File: src/rtl/bankr_pkg.sv
// Shared types and constants for the register-bank write-port arbiter.
// Imported by the round-robin arbiter and the top level.
package bankr_pkg;

  localparam int DIRW_DEF  = 5;
  localparam int DATAW_DEF = 32;
  localparam int REG_ZERO  = 0;

  typedef enum logic {
    EMPTY = 1'b0,
    FULL  = 1'b1
  } hold_state_e;

  typedef enum logic {
    GNT_A = 1'b0,
    GNT_B = 1'b1
  } grant_e;

endpackage

File: src/rtl/rr_arb2.sv
// Two-way round-robin arbiter: on a tie the requester not served last wins.
// The served-last pointer moves only when the caller reports an actual accept.
module rr_arb2
  import bankr_pkg::*;
(
  input  logic       clk,
  input  logic       rst_n,
  input  logic [1:0] req,
  input  logic       adv,
  output logic [1:0] gnt
);

  grant_e last;

  // NOTE: every output of an always_comb gets a default first so no latch is inferred.
  always_comb begin
    gnt = 2'b00;
    case (req)
      2'b01:   gnt = 2'b01;
      2'b10:   gnt = 2'b10;
      2'b11:   gnt = (last == GNT_B) ? 2'b01 : 2'b10;
      default: gnt = 2'b00;
    endcase
  end

  // NOTE: sequential state uses non-blocking assignments only.
  always_ff @(posedge clk or negedge rst_n) begin
    if (!rst_n) begin
      last <= GNT_B;
    end else if (adv && (gnt != 2'b00)) begin
      last <= gnt[0] ? GNT_A : GNT_B;
    end
  end

endmodule

File: src/rtl/bankr_wr_arbiter.sv
// Shares the register-bank write port between ALU (A) and load (B) writeback
// through a one-entry holding register, and flags RAW hazards on decode reads.
module bankr_wr_arbiter
  import bankr_pkg::*;
#(
  parameter int DIRW      = DIRW_DEF,
  parameter int DATAW     = DATAW_DEF,
  parameter int ZERO_DROP = 1,
  parameter int CNTW      = 16
) (
  input  logic             clk,
  input  logic             rst_n,
  input  logic             a_valid,
  output logic             a_ready,
  input  logic [DIRW-1:0]  a_dir,
  input  logic [DATAW-1:0] a_data,
  input  logic             b_valid,
  output logic             b_ready,
  input  logic [DIRW-1:0]  b_dir,
  input  logic [DATAW-1:0] b_data,
  input  logic             stall,
  input  logic [DIRW-1:0]  Rd1,
  input  logic [DIRW-1:0]  Rd2,
  output logic             hazard1,
  output logic             hazard2,
  output logic             Rw,
  output logic [DIRW-1:0]  Dir,
  output logic [DATAW-1:0] DIn,
  output logic [CNTW-1:0]  wr_count
);

  localparam logic [DIRW-1:0] ZERO_DIR = DIRW'(REG_ZERO);
  localparam bit              DROP     = (ZERO_DROP != 0);

  hold_state_e      state;
  logic [DIRW-1:0]  hold_dir;
  logic [DATAW-1:0] hold_data;
  logic             full;
  logic             drain;
  logic             accept;
  logic             take;
  logic [1:0]       gnt;

  assign full   = (state == FULL);
  assign drain  = full && !stall;
  // A new entry can enter whenever the slot is free or is leaving this cycle.
  assign accept = !full || drain;

  rr_arb2 u_arb (
    .clk   (clk),
    .rst_n (rst_n),
    .req   ({b_valid, a_valid}),
    .adv   (accept),
    .gnt   (gnt)
  );

  assign a_ready = accept && gnt[0];
  assign b_ready = accept && gnt[1];
  assign take    = a_ready || b_ready;

  // NOTE: the hold register is a plain flop pair, so it is reset along with the FSM.
  always_ff @(posedge clk or negedge rst_n) begin
    if (!rst_n) begin
      state     <= EMPTY;
      hold_dir  <= '0;
      hold_data <= '0;
    end else if (take) begin
      state     <= FULL;
      hold_dir  <= a_ready ? a_dir  : b_dir;
      hold_data <= a_ready ? a_data : b_data;
    end else if (drain) begin
      state <= EMPTY;
    end
  end

  // Register 0 entries are consumed like any other but never reach the bank.
  assign Rw  = drain && !(DROP && (hold_dir == ZERO_DIR));
  assign Dir = hold_dir;
  assign DIn = hold_data;

  always_ff @(posedge clk or negedge rst_n) begin
    if (!rst_n) begin
      wr_count <= '0;
    end else if (Rw) begin
      wr_count <= wr_count + 1'b1;
    end
  end

  // Held through the draining cycle: the bank only sees the data at the edge.
  assign hazard1 = full && (hold_dir == Rd1) && !(DROP && (Rd1 == ZERO_DIR));
  assign hazard2 = full && (hold_dir == Rd2) && !(DROP && (Rd2 == ZERO_DIR));

endmodule

File: config.mk
export PLATFORM = sky130hd
export DESIGN_NAME = bankr_wr_arbiter
export DESIGN_NICKNAME = d
export VERILOG_FILES = /design/src/rtl/bankr_pkg.sv /design/src/rtl/rr_arb2.sv /design/src/rtl/bankr_wr_arbiter.sv
export SDC_FILE = /design/constraint.sdc
export NUM_CORES = 1
export LEC_CHECK = 0
export ABC_AREA = 1
export BUFFER_PORTS_ARGS = -buffer_cell sky130_fd_sc_hd__buf_2
export CORE_UTILIZATION = 46
export DETAILED_ROUTE_END_ITERATION = 10
export PLACE_DENSITY = 0.81
export SYNTH_ARGS = -nofsm -noshare
export SYNTH_HDL_FRONTEND = slang
export SYNTH_HIERARCHICAL = 1
export SYNTH_SLANG_ARGS = --single-unit
File: constraint.sdc
create_clock -name clk -period 1.9 [get_ports clk]
set_input_delay 0.57 -clock clk [delete_from_list [all_inputs] [get_ports clk]]
set_output_delay 0.57 -clock clk [all_outputs]
set_load 0.03 [all_outputs]
==> results.ini <==
[timing]
max_freq_mhz=484
final-setup-viol-count=3
max_slew_margin=0.746
fin_ws_ns=-0.166
hold_viol=0
tightest_slew_ns=0.380
slew_viol_final=0
hold_ws_ns=0.240
skew_ns=0.00348
finalCriticalPeriod_ns=2.07
fin_crit_sh=1.09
rsz0062_at_grt=yes

[yosys]
syn_nets=441
synth_top_area_frac=0.475
synth_top_cell_by_area=dfrtp_1
synth_seq_cells=55
synth_warnings=6
synthCells=351
synth_area_leaders=dfrtp_1 (47%), nand2_1 (11%), nor2_1 (7.6%)
ys_types=29
netlist_area_sq_um=2850
syn_avg_cell_area_sq_um=8.11
yosysSeqAreaShare=0.484

[final_layout]
stdcell_count=587
drive_gt1_frac=0.402
area_delta_synth_final_pct=38.6
finalInstanceArea_sq_um=3950
num-nets-final=601
fin_util=0.663
antennaDiodeCount=0

[drt]
drc=0
drtIter0Drc=92
routed-via-count=2940
drtPass1Iterations=4
drt-total-wl_microns=7700
drtAntennaViolNets=0
via_per_inst=5.01
wl_per_cell_microns=13.1

[die]
die-area_sq_um=6510
die_w_microns=80.7
die-height_microns=80.7
core_area_sq_um=5960
start_util=0.478
placementRows=28
pin_count=147

[setup_path]
cp_max_fo=5
cp.required_ns=1.33
start_kind=flop
critPathKind=reg2out
path_buf_inv=1
critPathCaptureType=output port
critical_path.cell_chain=or2_4 > a21oi_2 > nand4_1 > nor2_4 > buf_6
path_delay_family=simple AND/OR/NAND/NOR gates
critPathMaxStageDelay_ns=0.45
cp.arrival_ns=1.50
slowest_stage=dfrtp_2
r2r_setup_slack_ns=0.14

[placed_design]
io_buffer_count=146
placed_cell_area_sq_um=3620
gp_congestion=0.802
dpl.cell_count=565
dp_hpwl_microns=5390

[power]
power_frac_seq=0.364
p_leak_nw=2.06
power.density_nw_per_um2=1250
power.internal_mw=2.74
combPwrFrac=0.473
p_total_mw=4.93
irDropWorstVdd_uv=942
p_clk_frac=0.163
p_sw_mw=2.19
sw_frac_of_total=0.444

[grt]
grt_usage=0.231
grt_max_degree=56
antenna_found_initial=0
grt_pass1_wl_microns=11600
grt-ovfl-total=0
grt_pass1_vias=2727

[status]
status=complete, but fails checks
violations=negative setup slack

[clock_network]
ctsLongestPathBuffers=2
clk_latency_ns=0.30
clock_sinks=55
holdBufCountCts=0
htree_levels=2
cts.clk_slew.worst_paths_ns=0.09
cts_root_buffer=clkbuf_8
cts_tree=done
numCtsBuffers=5

[hold_path]
hp-class=in2async

[run]
drv_cap=0

per-stage QoR:
stage          setup WS [ns]  setup TNS, ns
2_1_floorplan         0.0195              0
3_3_place_gp          -0.172         -0.342
3_5_place_dp          -0.230         -0.399
4_1_cts               -0.213         -0.520
5_1_grt               -0.234         -0.574
6_report              -0.166         -0.328
cell usage in the layout, fill, tap and decap left out, drive strengths merged:
cell | Yosys | layout
nor2 | 58 | 58
dfrtp | 54 | 54
a21boi | 2 | 2
nand3b | 3 | 3
o2111ai | 2 | 2
nor3 | 1 | 1
o21ai | 71 | 71
clkinv | 0 | 1
a21oi | 2 | 2
xor2 | 7 | 7
o22ai | 4 | 4
ha | 1 | 1
nand3 | 9 | 9
bufinv | 0 | 1
inv | 18 | 18
or2 | 4 | 4
xnor2 | 4 | 4
nand2 | 90 | 92
buf | 15 | 166
dfstp | 1 | 1
nand4 | 4 | 4
clkbuf | 1 | 7
synthesized netlist by cell type, drive strengths merged:
cell type	instances
a21boi	2
o2111ai	2
xnor2	4
buf	15
nor3	1
nor2	58
clkbuf	1
or2	4
inv	18
nand4	4
xor2	7
a21oi	2
dfrtp	54
ha	1
o22ai	4
nand3b	3
nand3	9
nand2	90
o21ai	71
dfstp	1
final cells by class:
class | instances | area (sq um)
Tap cell | 75 | 93.8
Clock inverter | 2 | 35.0
Sequential cell | 55 | 1380
Fill cell | 511 | 2010
Clock buffer | 6 | 82.6
Inverter | 18 | 72.6
Timing Repair Buffer | 167 | 945
Multi-Input combinational cell | 264 | 1340
sequential cells by signal, indices dropped and copies added, names as in the netlist:
name and flops:
u_arb/last 1, DIn 32, full 1, Dir 5, wr_count 16
power by group through the flow:
stage,Clock (mW),Combinational (mW),Sequential (mW)
floorplan,0,0.839,2.46
global placement,0,2.10,1.78
detailed placement,0,2.15,1.79
CTS,0.825,2.19,1.78
global route,0.862,2.53,1.84
finish,0.803,2.33,1.80
logic make-up (layout without fill, tap and decap cells):
| logic type | count (synthesis) | count (layout) | synth area share |
|---|---|---|---|
| adder cells (fa/ha/maj) | 1 | 1 | 0.00439 |
| XOR/XNOR | 11 | 11 | 0.0338 |
| flip-flops | 55 | 55 | 0.484 |
| AO/OA/AOI/OAI | 81 | 81 | 0.155 |
| buffers and inverters | 34 | 193 | 0.0756 |
| AND/OR/NAND/NOR | 169 | 171 | 0.247 |
worst paths after layout:
path                       startpoint           to  cells past startpoint
max in group asynchronous       rst_n   u_arb/last                      2
min                             rst_n  wr_count[6]                      2
max                            Dir[0]      hazard1                      5
min reg2reg                   DIn[12]      DIn[12]                      2
min in group clk            a_data[4]       DIn[4]                      3
max reg2reg                u_arb/last       Dir[3]                     10
routing by layer:
| metal | global-route usage | vias up | share of wire |
|---|---|---|---|
| met5 | 0 | - | 0 |
| met4 | 0.0554 | 0 | 0.0061 |
| met3 | 0.0534 | 6 | 0.064 |
| met2 | 0.443 | 110 | 0.51 |
| met1 | 0.252 | 1364 | 0.42 |
| li1 | - | 1460 | - |
repair_timing:
| action | CTS | global route |
|---|---|---|
| resized for setup | 16 | 10 |
| pin swaps | 10 | 9 |
| gates cloned | 0 | 2 |
| setup endpoints to repair | 4 | 21 |
| setup buffers | 3 | 9 |
No activity file was read; power rests on OpenSTA's default activity.
